<file path="config.mk">
export PLATFORM = sky130hd
export DESIGN_NAME = link_frame_scheduler
export DESIGN_NICKNAME = d
export VERILOG_FILES = /design/src/rtl/link_frame_scheduler.sv
export SDC_FILE = /design/constraint.sdc
export NUM_CORES = 1
export LEC_CHECK = 0
export CORE_MARGIN = 8
export CORE_UTILIZATION = 45
export DETAILED_ROUTE_END_ITERATION = 12
export HOLD_SLACK_MARGIN = 0.03
export PLACE_DENSITY = 0.7
export SLEW_MARGIN = 20
export SYNTH_ARGS = -nofsm -noshare
export SYNTH_HDL_FRONTEND = slang
export SYNTH_SLANG_ARGS = --single-unit
export TNS_END_PERCENT = 1
</file>
<file path="constraint.sdc">
create_clock -name clk -period 6.32 [get_ports clk]
set_clock_uncertainty 0.2 [all_clocks]
set_input_delay 1.264 -clock clk [delete_from_list [all_inputs] [get_ports clk]]
set_output_delay 1.264 -clock clk [all_outputs]
set_load 0.02 [all_outputs]
</file>
<file path="src/rtl/link_frame_scheduler.sv">
`default_nettype none
// +--------------------------------------------------------------------------+
// | link_frame_scheduler: packs trace words and SWD responses into frames.    |
// | Rev 1.0                                                                   |
// +--------------------------------------------------------------------------+
module link_frame_scheduler #(
  parameter int FRAME_WORDS  = 8,
  parameter int FLUSH_CYCLES = 255
) (
  input  logic        clk,
  input  logic        rst_n,
  input  logic        enable,
  input  logic [1:0]  width,
  input  logic        sync,
  input  logic        tr_valid,
  input  logic [15:0] tr_word,
  input  logic [4:0]  tr_level,
  output logic        tr_ready,
  input  logic        swd_valid,
  input  logic [31:0] swd_data,
  input  logic        swd_parity,
  output logic        swd_ready,
  output logic        out_valid,
  output logic [15:0] out_word,
  input  logic        out_ready,
  output logic        busy,
  output logic [5:0]  seq
);

  localparam int FCW = (FLUSH_CYCLES < 1) ? 1 : $clog2(FLUSH_CYCLES + 1);
  localparam logic [4:0]     TOTAL_W   = 5'(FRAME_WORDS + 1);
  localparam logic [4:0]     FW5       = 5'(FRAME_WORDS);
  localparam logic [FCW-1:0] FLUSH_MAX = FCW'(FLUSH_CYCLES);

  typedef enum logic [2:0] {
    ARB       = 3'd0,
    HDR       = 3'd1,
    TRACE_PAY = 3'd2,
    SWD_PAY   = 3'd3,
    PAD       = 3'd4
  } state_t;

  state_t         state;
  logic           last_grant_swd;
  logic [FCW-1:0] flush_cnt;
  logic [3:0]     remaining;
  logic [4:0]     loaded;
  logic [15:0]    swd_lo;
  logic [15:0]    swd_hi;

  logic        load_en;
  logic        trace_due;
  logic        grant_swd;
  logic        grant_trace;
  logic [3:0]  trace_cnt;
  logic [3:0]  hdr_cnt;
  logic [5:0]  seq_next;
  logic [15:0] header;
  logic        last_loaded;

  assign load_en     = !out_valid || out_ready;
  assign trace_due   = (tr_level >= FW5) || ((tr_level != 5'd0) && (flush_cnt == FLUSH_MAX));
  // When both sources wait, the one not served last time wins.
  assign grant_swd   = swd_valid && (!trace_due || !last_grant_swd);
  assign grant_trace = trace_due && (!swd_valid || last_grant_swd);
  assign trace_cnt   = (tr_level >= FW5) ? FW5[3:0] : tr_level[3:0];
  assign hdr_cnt     = grant_swd ? 4'd2 : (grant_trace ? trace_cnt : 4'd0);
  assign seq_next    = seq + 6'd1;
  assign header      = {grant_swd || grant_trace, grant_swd, width, sync, hdr_cnt,
                        grant_swd ? swd_parity : 1'b0, seq_next};
  // True when the word being loaded now is the last word of the frame.
  assign last_loaded = (loaded == FW5);
  assign tr_ready    = (state == TRACE_PAY) && load_en && (remaining != 4'd0);

  always_ff @(posedge clk or negedge rst_n) begin
    if (!rst_n) begin
      state          <= ARB;
      out_valid      <= 1'b0;
      out_word       <= 16'h0000;
      swd_ready      <= 1'b0;
      busy           <= 1'b0;
      seq            <= 6'd0;
      last_grant_swd <= 1'b1;
      flush_cnt      <= '0;
      remaining      <= 4'd0;
      loaded         <= 5'd0;
      swd_lo         <= 16'h0000;
      swd_hi         <= 16'h0000;
    end else begin
      swd_ready <= 1'b0;

      case (state)
        ARB: begin
          if (load_en) begin
            if (enable) begin
              out_word  <= header;
              out_valid <= 1'b1;
              seq       <= seq_next;
              loaded    <= 5'd1;
              busy      <= grant_swd || grant_trace;
              if (grant_swd) begin
                swd_lo         <= swd_data[15:0];
                swd_hi         <= swd_data[31:16];
                swd_ready      <= 1'b1;
                last_grant_swd <= 1'b1;
                remaining      <= 4'd2;
                state          <= SWD_PAY;
              end else if (grant_trace) begin
                last_grant_swd <= 1'b0;
                remaining      <= trace_cnt;
                state          <= TRACE_PAY;
              end else begin
                remaining      <= 4'd0;
                state          <= PAD;
              end
            end else begin
              out_valid <= 1'b0;
              busy      <= 1'b0;
            end
          end
        end

        SWD_PAY: begin
          if (load_en) begin
            out_valid <= 1'b1;
            out_word  <= (remaining == 4'd2) ? swd_lo : swd_hi;
            loaded    <= loaded + 5'd1;
            remaining <= remaining - 4'd1;
            if (remaining == 4'd1)
              state <= last_loaded ? ARB : PAD;
          end
        end

        TRACE_PAY: begin
          if (load_en) begin
            if (remaining == 4'd0) begin
              out_valid <= 1'b0;
              state     <= PAD;
            end else if (tr_valid) begin
              out_word  <= tr_word;
              out_valid <= 1'b1;
              loaded    <= loaded + 5'd1;
              remaining <= remaining - 4'd1;
              if (last_loaded)
                state <= ARB;
              else if (remaining == 4'd1)
                state <= PAD;
            end else begin
              // FIFO ran dry mid-frame: stall rather than insert filler.
              out_valid <= 1'b0;
            end
          end
        end

        PAD: begin
          if (load_en) begin
            if (loaded >= TOTAL_W) begin
              out_valid <= 1'b0;
              state     <= ARB;
            end else begin
              out_word  <= 16'h0000;
              out_valid <= 1'b1;
              loaded    <= loaded + 5'd1;
              if (last_loaded)
                state <= ARB;
            end
          end
        end

        default: begin
          out_valid <= 1'b0;
          state     <= ARB;
        end
      endcase

      if ((state == ARB) && load_en && enable && grant_trace)
        flush_cnt <= '0;
      else if (state != TRACE_PAY) begin
        if (tr_level == 5'd0)
          flush_cnt <= '0;
        else if (flush_cnt != FLUSH_MAX)
          flush_cnt <= flush_cnt + FCW'(1);
      end
    end
  end

endmodule
`default_nettype wire

</file>
==> results of run 1 <==
-- kinds of logic after synthesis --
| logic type | synth area share (%) |
|---|---|
| multiplexers | 15.0 |
| XOR/XNOR | 1.83 |
| buffers and inverters | 3.98 |
| AND/OR/NAND/NOR | 14.0 |
| adder cells (fa/ha/maj) | 2.61 |
| AO/OA/AOI/OAI | 17.1 |
| flip-flops | 45.4 |
-- final timing paths --
| check | to | slack, ns | cells after the start |
|---|---|---|---|
| max | tr_ready | 2.06 | 4 |
| min | swd_hi[15]$_DFFE_PN0P_ | 0.28 | 1 |
| max reg2reg | swd_lo[9]$_DFFE_PN0P_ | 2.90 | 4 |
| min reg2reg | swd_hi[15]$_DFFE_PN0P_ | 0.28 | 1 |
| max in group asynchronous | loaded[4]$_DFFE_PN0P_ | 4.44 | 1 |
| min in group asynchronous | swd_hi[11]$_DFFE_PN0P_ | 0.84 | 1 |
-- flip-flops by register name (all words and copies together) (netlist names) --
name and flops:
state 3, busy 1, flush_cnt 8, loaded 5, seq 6, out_word 16
out_valid 1, remaining 4, swd_ready 1, last_grant_swd 1, swd_hi 16, swd_lo 16
-- where the power goes --
group	switching (mW)	leakage [nW]	total [mW]	internal, mW
logic	0.692	1.16	1.32	0.629
registers	0.199	0.956	0.936	0.736
clock network	0.196	0.0984	0.382	0.186
-- layout by cell type (no fill, tap or decap), types with 2 or more instances in the layout --
cell type,count
clkbuf_8,9
nor4_1,4
mux2i_1,16
a221o_1,5
a31oi_1,7
clkdlybuf4s50_1,87
buf_4,4
a221oi_1,2
mux2_2,32
o21ai_0,29
nor3_1,6
nand2_1,19
ha_1,9
nand3_1,14
a31o_2,2
and3_1,8
a21o_1,8
or2_1,2
inv_1,9
o211ai_1,2
nor2b_1,6
xnor2_1,5
xor2_1,4
mux2_1,10
nor3b_1,2
nand2b_1,9
nor2_1,23
o2bb2ai_1,2
o21a_1,3
or3_1,2
dfrtp_1,77
o221ai_1,9
o22ai_1,4
a21oi_1,22
clkinv_4,2
-- worst max-delay path, delay by kind of cell, from the launching register on --
family                 cells  cell delay, ns
flip-flops                 1            0.81
AND/OR/NAND/NOR            3            1.02
buffers and inverters      1            0.61
-- area by class of cell --
| class | instances | share of cell area, % |
|---|---|---|
| multi-input cells | 293 | 40.2 |
| flip-flops and latches | 78 | 35.9 |
| repair buffers | 91 | 16.6 |
| well taps | 129 | 2.97 |
| clock buffers | 10 | 2.35 |
| clock inverters | 6 | 1.31 |
| inverters | 9 | 0.622 |
-- metrics by stage --
| stage | util, % | power, mW | instance area, um2 |
|---|---|---|---|
| final | 58.5 | 2.64 | 5440 |
| after global routing | 58.5 | 2.82 | 5440 |
| after CTS | 58.5 | 2.65 | 5440 |
| after detailed placement | 56.4 | 2.26 | 5240 |
| after global placement | 56.4 | 2.22 | 5240 |
| after floorplan | - | 1.85 | 4310 |
-- per-layer routing --
metal	vias up	share of wire, %
met5	-	0
met4	0	1.1
met3	11	7.7
met2	136	48
met1	1699	43
li1	1636	-
==> results.cfg, run 1 <==
[status]
outcome = finished clean

[cts]
clockBufferDepth = 2
clk_transition_reported_paths_ns = 0.08
clock-sinks = 78
cts-root-buf = clkbuf_8
cts_setup_buffers = 0
cts_resized = 0
cts_hold_buf = 0
ctsHtreeMaxLevel = 3
cts_tree = done
insertion_delay_ns = 0.36
cts_buffers = 9

[global_route]
grt_use_total_pct = 18.2
grt_max_degree = 79
grt-ovfl-total = 0
grtUsageMet3_pct = 5.07
grt_pass1_wl_um = 18800
met1_usage_pct = 23.0
met2_usage_pct = 29.3
top_usage_layer = met2
antenna_found_initial = 0
grt_pass1_vias = 3595

[synthesis]
ys_top_cells_by_area = dfrtp_1, mux2_2, mux2i_1
syn_inst = 402
yosysWarnings = 0
yosys_most_used_dff = dfrtp_1
yosys-top-cells-count = dfrtp_1, mux2_2, o21ai_0
yosys.area.top_type = dfrtp_1
synth_area_um2 = 4310
synth_edf_count = 0
syn_nets = 474
avgSynthCellArea_um2 = 10.7
synth_seq_cells = 78
yosysUniqueCellTypes = 63
synth-seq-area-share_pct = 45.4
yosysMostFrequentCell = dfrtp_1
synthArstFlopShare_pct = 100
netlist.area_leader.share_pct = 44.7

[routing]
drt-initial-drc-count = 226
vias = 3482
dr.pass1.iters = 5
drt_wl_total_um = 11300
wl_per_cell_um = 18.4
viasPerCell = 5.65
drtAntennaViolNets = 0
remaining_drc_errors = 0

[finish]
nets = 554
num_antenna_cells = 0
multi_input_area_um2 = 2190
final_cells = 616
syn_to_final_growth_pct = 26.2
layout-drive-gt1-share_pct = 14.0
fillCellCount = 850
seqCellArea_um2 = 1950

[sta]
period_share_pct = 67.4
rsz0062_at_grt = no
fin_ws_ns = 2.06
worstMarginPinSlew_ns = 1.04
setup_tns_ns = 0
finalHoldViolations = 0
drv_slew = 0
hold_ws_ns = 0.284
period_minus_slack_ns = 4.26
fmax_mhz = 235
setup_viol = 0
relSlewSlack_pct = 29.8

[worst_hold_path]
hold_class = reg -> reg
hold_start = swd_hi[15]$_DFFE_PN0P_

[setup_path]
reg2reg_from = state[1]$_DFFE_PN0P_
cp.arrival_ns = 2.79
worstSetupEndpointType = output pin
cp_slowest_cell = dfrtp_1
startpoint_type = register
path_class = reg -> out
cpPeakStageDelay_ns = 0.81
critPathMaxFanout = 22
required_ns = 4.86
cp_common_cell = nor2b_1
cp_cell_sequence = or3b_2, nor2b_1, nor2b_1, clkdlybuf4s50_1
cp-startpoint = state[1]$_DFFE_PN0P_

[floorplan]
num_io_pins = 89
dieHeight_um = 114
rows = 35
die-area_um2 = 13000
start_util_pct = 46.4
placeableCoreArea_um2 = 9280
die_w_um = 114

[place]
portBuffers = 88
numPlacedInstances = 600
place_ws_ns = 2.25
routabilityCongestion = 0.872
place_hpwl_um = 8290

[power_and_ir_drop]
powerDensity_nw_per_um2 = 486
vdd_drop_max_uv = 209
leakagePower_nw = 2.22

[job]
max_cap_violations = 0
Note: power is estimated with default switching activity, not from simulation.
==> inputs of run 2 (changes only) <==
--- a/config.mk
+++ b/config.mk
@@ -9,7 +9,7 @@
 export CORE_UTILIZATION = 45
 export DETAILED_ROUTE_END_ITERATION = 12
 export HOLD_SLACK_MARGIN = 0.03
-export PLACE_DENSITY = 0.7
+export PLACE_DENSITY = 0.72
 export SLEW_MARGIN = 20
 export SYNTH_ARGS = -nofsm -noshare
 export SYNTH_HDL_FRONTEND = slang
==> constraint.sdc (replaced) <==
create_clock -name clk -period 3.9 [get_ports clk]
set_clock_uncertainty 0.2 [all_clocks]
set_input_delay 0.78 -clock clk [delete_from_list [all_inputs] [get_ports clk]]
set_output_delay 0.78 -clock clk [all_outputs]
set_load 0.02 [all_outputs]
==> results.cfg, run 2 (synthesized netlist as in run 1, its figures left out) <==
[routing]
dr.pass1.iters = 4
drt_wl_total_um = 11200
viasPerCell = 5.59
vias = 3476
wl_per_cell_um = 18.1
drt-initial-drc-count = 152
remaining_drc_errors = 0
drtAntennaViolNets = 0

[sta]
setup_tns_ns = 0
period_minus_slack_ns = 3.34
period_share_pct = 85.7
hold_ws_ns = 0.290
finalHoldViolations = 0
fmax_mhz = 299
relSlewSlack_pct = 34.9
worstMarginPinSlew_ns = 0.976
rsz0062_at_grt = no
drv_slew = 0
setup_viol = 0

[global_route]
grt_pass1_wl_um = 18600
grt-ovfl-total = 0
grt_max_degree = 79
antenna_found_initial = 0
grt_use_total_pct = 18.0
grt_pass1_vias = 3686

[setup_path]
cp_slowest_cell = or3b_2
crit_cells = 4
reg2reg_depth = 7
reg2reg_from = remaining[0]$_DFFE_PN0P_
cpPeakStageDelay_ns = 0.61
cp_cell_sequence = or3b_2, nor2b_1, nor2b_1, clkdlybuf4s50_1
rr_endpoint = out_word[15]$_DFFE_PN0P_
required_ns = 2.92
startpoint_type = register
cp.arrival_ns = 2.36
rrSetupSlack_ns = 0.70
worstSetupEndpointType = output pin
critical_path.top_delay_family = simple AND/OR/NAND/NOR gates
cp_common_cell = nor2b_1
critPathMaxFanout = 8
path_class = reg -> out
crit_buf_inv = 1

[worst_hold_path]
min_path_cells = 1
hold_class = reg -> reg
hold_start = swd_hi[8]$_DFFE_PN0P_
whs_endpoint = swd_hi[8]$_DFFE_PN0P_

[cts]
insertion_delay_ns = 0.35
clockBufferDepth = 2
clock-sinks = 78
cts_setup_buffers = 0
cts_tree = done
clk_transition_reported_paths_ns = 0.08
cts_resized = 0
cts_buffers = 9
ctsHtreeMaxLevel = 3
cts_hold_buf = 0
cts-root-buf = clkbuf_8

[place]
routabilityCongestion = 0.832
portBuffers = 88
place_hpwl_um = 8370

[power_and_ir_drop]
leakagePower_nw = 2.26
p_total_mw = 4.41
vdd_drop_max_uv = 347
powerDensity_nw_per_um2 = 799

[floorplan]
start_util_pct = 46.4
rows = 35
die-area_um2 = 13000
placeableCoreArea_um2 = 9280
dieHeight_um = 114
die_w_um = 114
num_io_pins = 89

[finish]
layout-drive-gt1-share_pct = 14.8
reg_top3 = out_word: 16 flops, swd_hi: 16 flops, swd_lo: 16 flops
num_antenna_cells = 0
syn_to_final_growth_pct = 28.2
final_cell_mix = clkdlybuf4s50_1, dfrtp_1, mux2_2
nets = 560
mostFrequentLayoutCell = clkdlybuf4s50_1

[job]
max_cap_violations = 0

[status]
outcome = finished clean
run 2: metrics by stage:
step | util [%] | instances | cell area (um2) | setup WS (ns)
2_1_floorplan | - | 402 | 4310 | 1.27
3_3_place_gp | 56.9 | 606 | 5280 | 0.609
5_1_grt | 59.4 | 622 | 5520 | 0.406
3_5_place_dp | 56.9 | 606 | 5280 | 0.517
4_1_cts | 59.4 | 622 | 5520 | 0.551
6_report | 59.4 | 622 | 5520 | 0.558
run 2: report_power, final:
part	switching [mW]	total, mW	internal (mW)
Sequential	0.283	1.48	1.19
Combinational	1.15	2.19	1.04
Clock	0.317	0.746	0.429
Total	1.75	4.41	2.66
run 2: cell type report:
type	count	area (um2)
clock inverters	5	106
multi-input cells	293	2190
flip-flops and latches	78	1950
well taps	129	161
clock buffers	11	131
repair buffers	97	946
inverters	9	33.8
fillers	844	3760
run 2: routing by layer:
metal	vias up	part of all wire, %	GRT usage, %
li1	1649	-	-
met1	1692	44	22.4
met2	118	48	29.5
met3	17	6.3	4.86
met4	0	1.8	5.68
met5	-	0	0
run 2: worst max-delay path by stage:
stage                                    start                  endpoint  slack, ns
after floorplan           state[2]$_DFFE_PN0P_                  tr_ready       1.27
final                     state[2]$_DFFE_PN0P_                  tr_ready       0.56
after global placement             tr_level[2]      state[1]$_DFFE_PN0P_       0.61
after detailed placement             out_ready  out_word[11]$_DFFE_PN0P_       0.52
after CTS                 state[2]$_DFFE_PN0P_                  tr_ready       0.55
after global routing      state[2]$_DFFE_PN0P_                  tr_ready       0.41
==> inputs of run 3 (changes only) <==
--- a/config.mk
+++ b/config.mk
@@ -5,11 +5,13 @@
 export SDC_FILE = /design/constraint.sdc
 export NUM_CORES = 1
 export LEC_CHECK = 0
+export ABC_AREA = 1
 export CORE_MARGIN = 8
 export CORE_UTILIZATION = 45
+export CTS_CLUSTER_SIZE = 25
 export DETAILED_ROUTE_END_ITERATION = 12
 export HOLD_SLACK_MARGIN = 0.03
-export PLACE_DENSITY = 0.72
+export PLACE_DENSITY = 0.7
 export SLEW_MARGIN = 20
 export SYNTH_ARGS = -nofsm -noshare
 export SYNTH_HDL_FRONTEND = slang
==> constraint.sdc (replaced) <==
create_clock -name clk -period 3.1 [get_ports clk]
set_clock_uncertainty 0.2 [all_clocks]
set_input_delay 0.62 -clock clk [delete_from_list [all_inputs] [get_ports clk]]
set_output_delay 0.62 -clock clk [all_outputs]
set_load 0.02 [all_outputs]
==> results.cfg, run 3 <==
[global_route]
grt_pass1_wl_um = 19400
grt_use_total_pct = 18.7
grt_max_degree = 79
grt-ovfl-total = 0
antenna_found_initial = 0
grt_pass1_vias = 3953

[cts]
cts-root-buf = clkbuf_8
cts_hold_buf = 0
cts_resized = 0
cts_tree = done
cts_setup_buffers = 0
cts_buffers = 9
clock-sinks = 78
insertion_delay_ns = 0.34
ctsHtreeMaxLevel = 3
clockBufferDepth = 2
clk_transition_reported_paths_ns = 0.07

[finish]
final_area_um2 = 5470
mostFrequentLayoutCell = nand2_1
nets = 723
num_antenna_cells = 0
layout-drive-gt1-share_pct = 7.77
syn_to_final_growth_pct = 28.4
final_cell_mix = nand2_1, clkdlybuf4s50_1, dfrtp_1
reg_top3 = out_word: 16 flops, swd_hi: 16 flops, swd_lo: 16 flops

[setup_path]
cp_slowest_cell = clkdlybuf4s50_1
critical_path.top_delay_family = buffers and inverters
cp.arrival_ns = 2.00
startpoint_type = input pin
reg2reg_depth = 10
rrSetupSlack_ns = 0.69
cp_cell_sequence = clkdlybuf4s50_1, inv_1, nand2_1, inv_1, nor2_1, clkdlybuf4s50_1
crit_buf_inv = 4
path_class = in -> out
cpPeakStageDelay_ns = 0.62
worstSetupEndpointType = output pin
rr_endpoint = out_word[14]$_DFFE_PN0P_
crit_cells = 6
required_ns = 2.28
critPathMaxFanout = 3
reg2reg_from = state[2]$_DFFE_PN0P_

[sta]
finalHoldViolations = 0
drv_slew = 0
hold_ws_ns = 0.233
period_minus_slack_ns = 2.82
period_share_pct = 91.0
relSlewSlack_pct = 34.6
setup_tns_ns = 0
rsz0062_at_grt = no
setup_viol = 0
worstMarginPinSlew_ns = 0.982
fmax_mhz = 354

[synthesis]
syn_nets = 636
netlist.area_leader.share_pct = 45.2
syn_inst = 564
synth_edf_count = 0
synth_area_um2 = 4260
yosysUniqueCellTypes = 34
ys_top_cells_by_area = dfrtp_1, nand2_1, nand3_1
yosysWarnings = 0
avgSynthCellArea_um2 = 7.56
synthArstFlopShare_pct = 100
yosysMostFrequentCell = nand2_1
synth_seq_cells = 78
yosys_most_used_dff = dfrtp_1
yosys.area.top_type = dfrtp_1
yosys-top-cells-count = nand2_1, dfrtp_1, nand3_1
synth-seq-area-share_pct = 45.8

[power_and_ir_drop]
leakagePower_nw = 2.71
p_total_mw = 5.20
powerDensity_nw_per_um2 = 950
vdd_drop_max_uv = 389

[routing]
drtAntennaViolNets = 0
remaining_drc_errors = 0
wl_per_cell_um = 14.7
routed-wl-met3_um = 632
dr.pass1.iters = 5
vias = 3968
drt_wl_total_um = 11500
m1WireLength_um = 5410
viasPerCell = 5.05
drt-initial-drc-count = 272
top_layer_used = met4
met2_length_um = 5330

[place]
dpl_cell_area_um2 = 5230
routabilityCongestion = 0.873
place_hpwl_um = 8320
portBuffers = 88

[floorplan]
rows = 35
num_io_pins = 89
die_w_um = 113
die-area_um2 = 12800
start_util_pct = 46.1
placeableCoreArea_um2 = 9240
dieHeight_um = 113

[worst_hold_path]
hold_class = in -> async

[status]
outcome = finished clean

[job]
max_cap_violations = 0
-- run 3: worst max-delay path by stage --
stage,from,end,slack [ns]
2_1_floorplan,out_ready,tr_ready,1.18
3_3_place_gp,out_ready,tr_ready,0.25
3_5_place_dp,out_ready,out_word[14]$_DFFE_PN0P_,0.26
4_1_cts,out_ready,tr_ready,0.26
5_1_grt,remaining[0]$_DFFE_PN0P_,tr_ready,0.16
6_report,out_ready,tr_ready,0.28
-- run 3: stage by stage --
stage | cells | setup WS [ns] | utilization, %
after floorplan | 564 | 1.18 | -
after global placement | 769 | 0.247 | 56.5
after detailed placement | 769 | 0.260 | 56.5
after CTS | 785 | 0.259 | 59.2
after global routing | 785 | 0.163 | 59.2
final | 785 | 0.278 | 59.2
-- run 3: per-layer routing --
layer	vias to the layer above	track usage (%)
met4	0	5.33
met2	129	29.0
li1	1972	-
met1	1852	25.3
met3	15	4.37
met5	-	0
-- run 3: power breakdown --
part / total, mW / leakage [nW] / switching (mW) / internal [mW]
clock: 0.944 / 0.124 / 0.363 / 0.580
combinational: 2.44 / 1.59 / 1.49 / 0.952
sequential: 1.82 / 0.989 / 0.335 / 1.48
total: 5.20 / 2.71 / 2.19 / 3.02
-- run 3: cell type report --
class                   instances  area, um2
clock buffers                  13        159
flip-flops and latches         78       1950
multi-input cells             426       2030
inverters                      42        160
clock inverters                 3       90.1
fillers                       858       3770
repair buffers                 94        923
well taps                     129        161
-- run 3: cells by family after synthesis --
kind of cell | after synthesis | share of synthesized area, %
flops | 78 | 45.8
simple gates | 345 | 34.7
xor+xnor | 12 | 2.47
buf+inv | 60 | 6.66
fa+ha+maj | 9 | 2.64
compound gates | 60 | 7.78
